[src/rtl/network_sequencer_if.sv]
// Bus between a host, the network_sequencer and the stochastic network it drives.
// The slave modport is the sequencer's view; the master modport is the host plus network.
interface network_sequencer_if #(
  parameter int INPUT_SIZE  = 2,
  parameter int OUTPUT_SIZE = 1
);
  logic start;
  logic abort;
  int   in_data    [0:INPUT_SIZE-1];
  int   net_input  [0:INPUT_SIZE-1];
  logic net_n_rst;
  logic net_compute;
  int   net_output [0:OUTPUT_SIZE-1];
  logic busy;
  logic done;
  int   result     [0:OUTPUT_SIZE-1];
  logic result_valid;

  modport slave (
    input  start, abort, in_data, net_output,
    output net_input, net_n_rst, net_compute, busy, done, result, result_valid
  );

  modport master (
    output start, abort, in_data, net_output,
    input  net_input, net_n_rst, net_compute, busy, done, result, result_valid
  );
endinterface

[src/rtl/network_sequencer.sv]
// Sequences one bitstream inference: clear the network, let its pipeline settle,
// stream for STREAM_LEN cycles, strobe the integrators, then latch their result.
module network_sequencer #(
  parameter int INPUT_SIZE  = 2,
  parameter int OUTPUT_SIZE = 1,
  parameter int STREAM_LEN  = 256,
  parameter int SETTLE_LEN  = 2
) (
  input  logic                clk,
  input  logic                n_rst,
  network_sequencer_if.slave  bus
);

  localparam int RUN_W    = $clog2(STREAM_LEN + 1);
  localparam int SETTLE_W = 8;

  localparam logic [RUN_W-1:0]    RUN_LOAD    = RUN_W'(STREAM_LEN - 1);
  localparam logic [SETTLE_W-1:0] SETTLE_LOAD = SETTLE_W'(SETTLE_LEN > 0 ? SETTLE_LEN - 1 : 0);

  typedef enum logic [2:0] {
    IDLE,
    CLEAR,
    SETTLE,
    RUN,
    CAPTURE,
    LATCH
  } state_e;

  state_e                state_q,        state_d;
  logic [RUN_W-1:0]      run_cnt_q,      run_cnt_d;
  logic [SETTLE_W-1:0]   settle_cnt_q,   settle_cnt_d;
  int                    net_input_q     [0:INPUT_SIZE-1];
  int                    net_input_d     [0:INPUT_SIZE-1];
  int                    result_q        [0:OUTPUT_SIZE-1];
  int                    result_d        [0:OUTPUT_SIZE-1];
  logic                  result_valid_q, result_valid_d;
  logic                  done_q,         done_d;
  logic                  busy_q,         busy_d;
  logic                  net_compute_q,  net_compute_d;
  logic                  net_n_rst_q,    net_n_rst_d;

  always_comb begin
    // NOTE: every _d takes its hold value first so no path through the case infers a latch.
    state_d        = state_q;
    run_cnt_d      = run_cnt_q;
    settle_cnt_d   = settle_cnt_q;
    net_input_d    = net_input_q;
    result_d       = result_q;
    result_valid_d = result_valid_q;
    done_d         = 1'b0;

    unique case (state_q)
      IDLE: begin
        if (bus.start && !bus.abort) begin
          state_d        = CLEAR;
          net_input_d    = bus.in_data;
          result_valid_d = 1'b0;
        end
      end

      CLEAR: begin
        if (SETTLE_LEN == 0) begin
          state_d   = RUN;
          run_cnt_d = RUN_LOAD;
        end else begin
          state_d      = SETTLE;
          settle_cnt_d = SETTLE_LOAD;
        end
      end

      SETTLE: begin
        if (settle_cnt_q == '0) begin
          state_d   = RUN;
          run_cnt_d = RUN_LOAD;
        end else begin
          settle_cnt_d = settle_cnt_q - SETTLE_W'(1);
        end
      end

      // The counter stops at zero and hands over to CAPTURE rather than wrapping.
      RUN: begin
        if (run_cnt_q == '0) begin
          state_d = CAPTURE;
        end else begin
          run_cnt_d = run_cnt_q - RUN_W'(1);
        end
      end

      CAPTURE: state_d = LATCH;

      LATCH: begin
        state_d        = IDLE;
        result_d       = bus.net_output;
        result_valid_d = 1'b1;
        done_d         = 1'b1;
      end

      default: state_d = IDLE;
    endcase

    // Abort overrides everything above, including a result about to be latched.
    if (bus.abort && (state_q != IDLE)) begin
      state_d        = IDLE;
      result_d       = result_q;
      result_valid_d = 1'b0;
      done_d         = 1'b0;
    end

    // Strobes are decoded from the next state so they leave a flop cleanly.
    busy_d        = (state_d != IDLE);
    net_compute_d = (state_d == CAPTURE);
    net_n_rst_d   = (state_d != CLEAR);
  end

  // NOTE: sequential state is updated with non-blocking assignments only, so every
  // flop samples the values from before the edge regardless of statement order.
  always_ff @(posedge clk or negedge n_rst) begin
    if (!n_rst) begin
      state_q        <= IDLE;
      run_cnt_q      <= '0;
      settle_cnt_q   <= '0;
      // NOTE: these arrays are a handful of operand/result registers, not a RAM,
      // so they take the asynchronous reset like any other flop.
      net_input_q    <= '{default: 0};
      result_q       <= '{default: 0};
      result_valid_q <= 1'b0;
      done_q         <= 1'b0;
      busy_q         <= 1'b0;
      net_compute_q  <= 1'b0;
      net_n_rst_q    <= 1'b0;
    end else begin
      state_q        <= state_d;
      run_cnt_q      <= run_cnt_d;
      settle_cnt_q   <= settle_cnt_d;
      net_input_q    <= net_input_d;
      result_q       <= result_d;
      result_valid_q <= result_valid_d;
      done_q         <= done_d;
      busy_q         <= busy_d;
      net_compute_q  <= net_compute_d;
      net_n_rst_q    <= net_n_rst_d;
    end
  end

  for (genvar i = 0; i < INPUT_SIZE; i++) begin : g_net_input
    assign bus.net_input[i] = net_input_q[i];
  end

  for (genvar i = 0; i < OUTPUT_SIZE; i++) begin : g_result
    assign bus.result[i] = result_q[i];
  end

  assign bus.result_valid = result_valid_q;
  assign bus.done         = done_q;
  assign bus.busy         = busy_q;
  assign bus.net_compute  = net_compute_q;
  assign bus.net_n_rst    = net_n_rst_q;

endmodule

[src/flat_wrapper.sv]
// flat-port wrapper written by rule: the top's interface ports become plain ports
module network_sequencer_flat 
#(
  parameter int INPUT_SIZE  = 2,
  parameter int OUTPUT_SIZE = 1,
  parameter int STREAM_LEN  = 256,
  parameter int SETTLE_LEN  = 2
)
  (clk, n_rst, bus_start, bus_abort, bus_in_data, bus_net_output, bus_net_input, bus_net_n_rst, bus_net_compute, bus_busy, bus_done, bus_result, bus_result_valid);
  network_sequencer_if #(.INPUT_SIZE(INPUT_SIZE), .OUTPUT_SIZE(OUTPUT_SIZE)) bus_i ();
  input  logic clk;
  input  logic n_rst;
  input wire logic [$bits(bus_i.start)-1:0] bus_start;
  input wire logic [$bits(bus_i.abort)-1:0] bus_abort;
  input wire logic [$bits(bus_i.in_data)-1:0] bus_in_data;
  input wire logic [$bits(bus_i.net_output)-1:0] bus_net_output;
  output wire logic [$bits(bus_i.net_input)-1:0] bus_net_input;
  output wire logic [$bits(bus_i.net_n_rst)-1:0] bus_net_n_rst;
  output wire logic [$bits(bus_i.net_compute)-1:0] bus_net_compute;
  output wire logic [$bits(bus_i.busy)-1:0] bus_busy;
  output wire logic [$bits(bus_i.done)-1:0] bus_done;
  output wire logic [$bits(bus_i.result)-1:0] bus_result;
  output wire logic [$bits(bus_i.result_valid)-1:0] bus_result_valid;
  assign bus_i.start = bus_start;
  assign bus_i.abort = bus_abort;
  assign bus_i.in_data = {>>{bus_in_data}};
  assign bus_i.net_output = {>>{bus_net_output}};
  assign bus_net_input = {>>{bus_i.net_input}};
  assign bus_net_n_rst = bus_i.net_n_rst;
  assign bus_net_compute = bus_i.net_compute;
  assign bus_busy = bus_i.busy;
  assign bus_done = bus_i.done;
  assign bus_result = {>>{bus_i.result}};
  assign bus_result_valid = bus_i.result_valid;
  network_sequencer #(.INPUT_SIZE(INPUT_SIZE), .OUTPUT_SIZE(OUTPUT_SIZE), .STREAM_LEN(STREAM_LEN), .SETTLE_LEN(SETTLE_LEN)) u_core (.clk(clk), .n_rst(n_rst), .bus(bus_i));
endmodule
[config.mk]
export PLATFORM = sky130hd
export DESIGN_NAME = network_sequencer_flat
export DESIGN_NICKNAME = d
export VERILOG_FILES = /design/src/rtl/network_sequencer_if.sv /design/src/rtl/network_sequencer.sv /design/src/flat_wrapper.sv
export SDC_FILE = /design/constraint.sdc
export NUM_CORES = 1
export LEC_CHECK = 0
export CORE_AREA = 3 3 135 137
export CTS_BUF_LIST = sky130_fd_sc_hd__clkbuf_8 sky130_fd_sc_hd__clkbuf_16
export DETAILED_ROUTE_END_ITERATION = 8
export DIE_AREA = 0 0 138 140
export PLACE_DENSITY = 0.59
export SYNTH_ARGS = -nofsm -noshare
export SYNTH_HDL_FRONTEND = slang
export SYNTH_SLANG_ARGS = --single-unit
export TNS_END_PERCENT = 5
[constraint.sdc]
create_clock -name clk -period 2.15 [get_ports clk]
set_input_delay 0.215 -clock clk [delete_from_list [all_inputs] [get_ports clk]]
set_output_delay 0.215 -clock clk [all_outputs]
set_load 0.05 [all_outputs]
=== Yosys cells after proc, flatten, opt, wreduce, memory -nomap -nowiden ===
Cells that the tools add are included.

* Bits in read-only memories: 0
* Bits in latches: 0
* Memory bits (writable): 0
* Memories: 0
* Logic and storage cells: 56
* Bits in registers: 121
* Bits of input ports: 100

* Equal/unequal tests: 11
* Bitwise operators: 1
* $add $sub $neg: 2
* Shifts and indexed selects: 0
* Reduce and logical (&&, ||, !) cells: 16
* $mul: 0
* Magnitude comparators: 0
* Div/mod/pow operators: 0
* Muxes and demuxes: 15

{| class="wikitable"
|+ Operators with widths
! cell !! count
|-
| $mux 9 || 2
|-
| $pmux 9 s2 || 1
|-
| $pmux 8 s2 || 1
|-
| $pmux 3 s5 || 1
|-
| $mux 3 || 4
|-
| $eq 3x3->1 const B || 3
|-
| $logic_not 9->1 || 1
|-
| $reduce_bool 3->1 || 3
|-
| $sub 9x1->9 const B || 1
|-
| $logic_not 8->1 || 1
|-
| $mux 8 || 1
|-
| $reduce_and 2->1 || 4
|-
| $sub 8x1->8 const B || 1
|-
| $eq 3x2->1 const B || 2
|-
| $ne 3x1->1 const B || 2
|-
| $mux 1 || 4
|-
| $ne 2x2->1 const B || 2
|-
| $reduce_bool 2->1 || 2
|-
| $eq 3x1->1 const B || 1
|-
| $logic_not 3->1 || 1
|-
| $reduce_and 3->1 || 1
|-
| $logic_and 1x1->1 || 2
|-
| $ne 2x1->1 const B || 1
|-
| $pmux 1 s2 || 1
|-
| other kinds (2) || 2
|}

=== Logic depth before layout (Yosys ltp) ===
* Word-level depth: 6
* Mapped depth: 7

=== Least setup slack after synthesis ===
Ideal clock, no wire load.

* Path kind: reg-to-reg
* Start: register u_core.settle_cnt_q[0]
* End: register u_core.settle_cnt_q[3]
* Path slack: 0.390 ns
* Stages on the path, launching flop included: 7
* Buffers on the path: 0
* Required time: 2.071 ns
* Data arrival time: 1.681 ns
* Cells stage by stage: dfrtp_1 inv_1 ha_1 or4b_4 o21ai_2 or4_1 mux2i_1

* Longest elaborated chain between the ends: 3
* Elaborated cells between the ends (all ways): 6

{| class="wikitable"
|+ Ends and longest elaborated chain
! element !! line !! source
|-
| from (decl) || network_sequencer.sv:31 || <nowiki>logic [SETTLE_W-1:0] settle_cnt_q, settle_cnt_d;</nowiki>
|-
| from (signal assigned) || network_sequencer.sv:134 || <nowiki>settle_cnt_q <= settle_cnt_d;</nowiki>
|-
| $sub 8x1->8 / $logic_not 8->1 (equally long branches) || network_sequencer.sv:76, network_sequencer.sv:72 ||
|-
| $mux 8 / $ne 2x2->1 (equally long branches) || n/a ||
|-
| $pmux 8 s2 / $reduce_and 2->1 (equally long branches) || n/a ||
|}

Several ways; a longest one is shown, not always the timed one. The select of a mux whose other input is x is not followed.
A chain may end at the register's enable or synchronous reset.

=== Worst setup path in the final report ===
* Start: register u_core.settle_cnt_q[0]
* End: register u_core.run_cnt_q[1]

* Longest elaborated chain between the ends: 3

{| class="wikitable"
|+ Ends and longest elaborated chain
! element !! line !! source
|-
| $logic_not 8->1 || network_sequencer.sv:72 || <nowiki>if (settle_cnt_q == '0) begin</nowiki>
|-
| $ne 2x1->1 (no source line) || n/a ||
|-
| $reduce_and 3->1 (no source line) || n/a ||
|-
| to (signal assigned) || network_sequencer.sv:133 || <nowiki>run_cnt_q <= run_cnt_d;</nowiki>
|-
| to (decl) || network_sequencer.sv:30 || <nowiki>logic [RUN_W-1:0] run_cnt_q, run_cnt_d;</nowiki>
|}

No other way between the ends.

==> implementation parameters <==
Parameter                              Value

Final layout
  Number of inserted filler cells in the final layout    1550
  Antenna Diode Count    0
  Layout cells sized above 1    0.244
  Final #Nets    660
  Multi-input logic area    1950 sq um
  Number of standard cells in the layout, taps in and fillers out    just under 800
  Layout-stage area growth over the synthesis result    56.6%
  Area used by sequential logic in the layout    3030 sq um

Setup path
  CP max FO    11
  Arrival @ worst endpoint    2.26 ns
  Worst Setup SP    u_core.settle_cnt_q[0]
  Setup crit end kind    flop
  Classification of the worst setup path    reg -> reg
  Worst flop-to-flop path endpoint    u_core.run_cnt_q[1]
  Slack of the worst reg-to-reg path    around 0.21 ns
  Crit path required time    2.47 ns
  R2R Path Start    u_core.settle_cnt_q[0]
  R2R depth    6
  Kind of launch point of the worst setup path    flop

Die
  Total die area    19300 sq um
  Core outline area    around 17000 sq um
  Initial core utilization    0.299
  Die outline width    138 um
  Chip Height    140 um
  Number of rows in the core area    48
  # IOs    about 200

Logic synthesis
  Number of standard cells after synthesis    ~340
  Sequential fraction of the synthesis area    0.590
  Area leader, netlist    dfrtp_1
  Post-synth top flop    dfrtp_1
  Area of the mapped netlist    5130 sq um
  Fraction of synthesis flops using an asynchronous set or reset pin    1.00
  Leading post-synthesis cells by instance count    dfrtp_1, mux2_4, mux2_2
  Most common cell in the synthesized netlist    dfrtp_1
  Register bit count reported by yosys    121
  EDFF count, synth    0
  Syn_nets    around 440
  Number of synthesis warnings    0
  Main area contributors after synthesis    dfrtp_1, mux2_4, mux2_2, mux2_1, mux2i_1
  Fraction of synthesized cell area taken by the top area cell type    0.590
  Library cells used by synthesis    48
  Avg Synthesized Cell Area    between 15 and 20 sq um

Detailed routing
  Post-DRT Antenna Nets    0
  1st-iter DRT viols    112
  Mean routed wirelength per cell    about 17 um
  Routed via count divided by cell count    4.45
  Detailed-route wire length    about 13000 um
  Number of detailed-routing iterations run before antenna repair    5
  Number of vias in the routed layout    3541
  Detailed-route DRC error count    0

Timing
  Minimum clock period after layout    approximately 1.9 ns
  Setup violations, final    0
  Clock tree skew after final layout    0.00769 ns
  Final period utilization    0.900
  Setup repair after global routing missed its margin    no
  Relative max-transition margin    0.619
  Fin worst setup slack    0.214 ns
  Measured slew at the worst slew-check pin    around 0.57 ns
  Hold violation count in the final report    0
  Setup TNS Final    0 ns
  Max-slew violations    0
  Upper clock frequency limit    between 500 and 600 MHz

Place
  Routability cong.    0.734
  Number of input and output port buffers inserted    200
  Pre-CTS WS    approximately 0.14 ns
  Detail Placement HPWL    between 9000 and 10000 um
  Placed instance count    762

Global route
  First-pass GRT wire length    around 21000 um
  Via count of the first global-routing pass    about 3600
  GR Util All Layers    0.139
  Initial antenna violation count    0
  Total congestion overflow    0
  Largest net degree at the start of global routing    42

Clock tree
  Clock tree from TritonCTS    yes
  Maximum root-to-sink buffer count    2
  H-tree depth    4
  Number of clock sinks seen by CTS    between 100 and 150
  Latest clock arrival within the worst-skew pair    0.41 ns
  Number of buffers created by CTS    17
  Setup Buffers After CTS    0
  Clock root buffer master    clkbuf_16
  Clock-pin slew reported for the worst setup and hold paths after clock tree synthesis    0.06 ns

Power
  Power per unit of standard cell area    ~1500 nW/um^2
  Static leakage    3.63 nW
  Largest voltage drop on the vdd net    918 uV

Hold path
  Class of the most critical hold timing path    in -> async

Job
  Number of max-cap violations    0

Status
  Result of the run    finished, final reports clean
## metrics by stage
step	utilization	hold slack [ns]	instance area, sq um	total power, mW
2_1_floorplan	-	-0.0806	5130	7.44
3_3_place_gp	0.434	0.252	7460	9.37
3_5_place_dp	0.434	0.255	7460	9.45
4_1_cts	0.468	0.371	8030	12.2
5_1_grt	0.468	0.395	8030	12.6
6_report	0.468	0.348	8030	12.1
## cells by family (layout without fill, tap and decap cells)
| logic type | after synthesis | count (layout) | share of synthesized area |
|---|---|---|---|
| buffers and inverters | 23 | 252 | 0.0305 |
| DFF | 121 | 121 | 0.590 |
| AOI/OAI and AO/OA | 26 | 26 | 0.0354 |
| adders and majority gates | 3 | 3 | 0.00732 |
| and+or+nand+nor | 64 | 64 | 0.0744 |
| muxes | 104 | 104 | 0.262 |
## report_power, final
group	total, mW	leakage (nW)	switching [mW]	internal, mW
Combinational	5.81	1.85	3.44	2.37
Sequential	3.57	1.50	0.500	3.07
Clock	2.70	0.278	1.08	1.62
## cell type report
class | count | share of cell area
Clock inverter | 14 | 0.0156
Timing Repair Buffer | 213 | 0.272
Inverter | 7 | 0.00327
Tap cell | 225 | 0.0350
Multi-Input combinational cell | 197 | 0.242
Sequential cell | 121 | 0.377
Clock buffer | 18 | 0.0547
## state kept, by name, indices dropped and copies added, names as in the netlist, 3 cells and up
name	flops
u_core.settle_cnt_q	8
u_core.bus.net_input	64
u_core.run_cnt_q	9
u_core.bus.result	32
u_core.state_q	3
## layer usage
metal,vias to the layer above,routed length [um],track usage
li1,1653,-,-
met1,1756,5660,0.174
met2,122,6690,0.230
met3,10,666,0.0468
met4,0,118,0.0374
met5,-,0,0
## worst max-delay path: stages, from the launching register on
cell	delay, ns
dfrtp_1	0.42
inv_1	0.07
ha_1	0.20
or4b_4	0.52
nor3_4	0.37
nor2_1	0.11
a22oi_1	0.15
## repair_timing
item                       CTS  global route
gates resized for setup      0             0
hold endpoints to repair    38             0
hold buffers                 1             0
setup endpoints to repair    0             1
## worst max path at each step
stage	endpoint	slack, ns
2_1_floorplan	u_core.settle_cnt_q[3]	0.39
3_3_place_gp	u_core.run_cnt_q[1]	0.24
3_5_place_dp	u_core.run_cnt_q[1]	0.14
4_1_cts	u_core.run_cnt_q[1]	0.15
5_1_grt	u_core.state_q[0]	0.02
6_report	u_core.run_cnt_q[1]	0.21
## cell usage in the layout, fill, tap and decap left out, drive strengths merged, types with 2 or more instances in the layout
master,n
clkdlybuf4s50,199
dfrtp,121
mux2,96
nor2,19
clkbuf,18
buf,13
inv,11
nor3,9
mux2i,8
a21oi,7
clkinv,7
nand3,6
nor2b,5
nand2,5
nor3b,5
o21ai,4
nand3b,3
or3,3
ha,3
a211oi,2
and3,2
clkinvlp,2
a31oi,2
No activity file was read; power rests on OpenSTA's default activity.
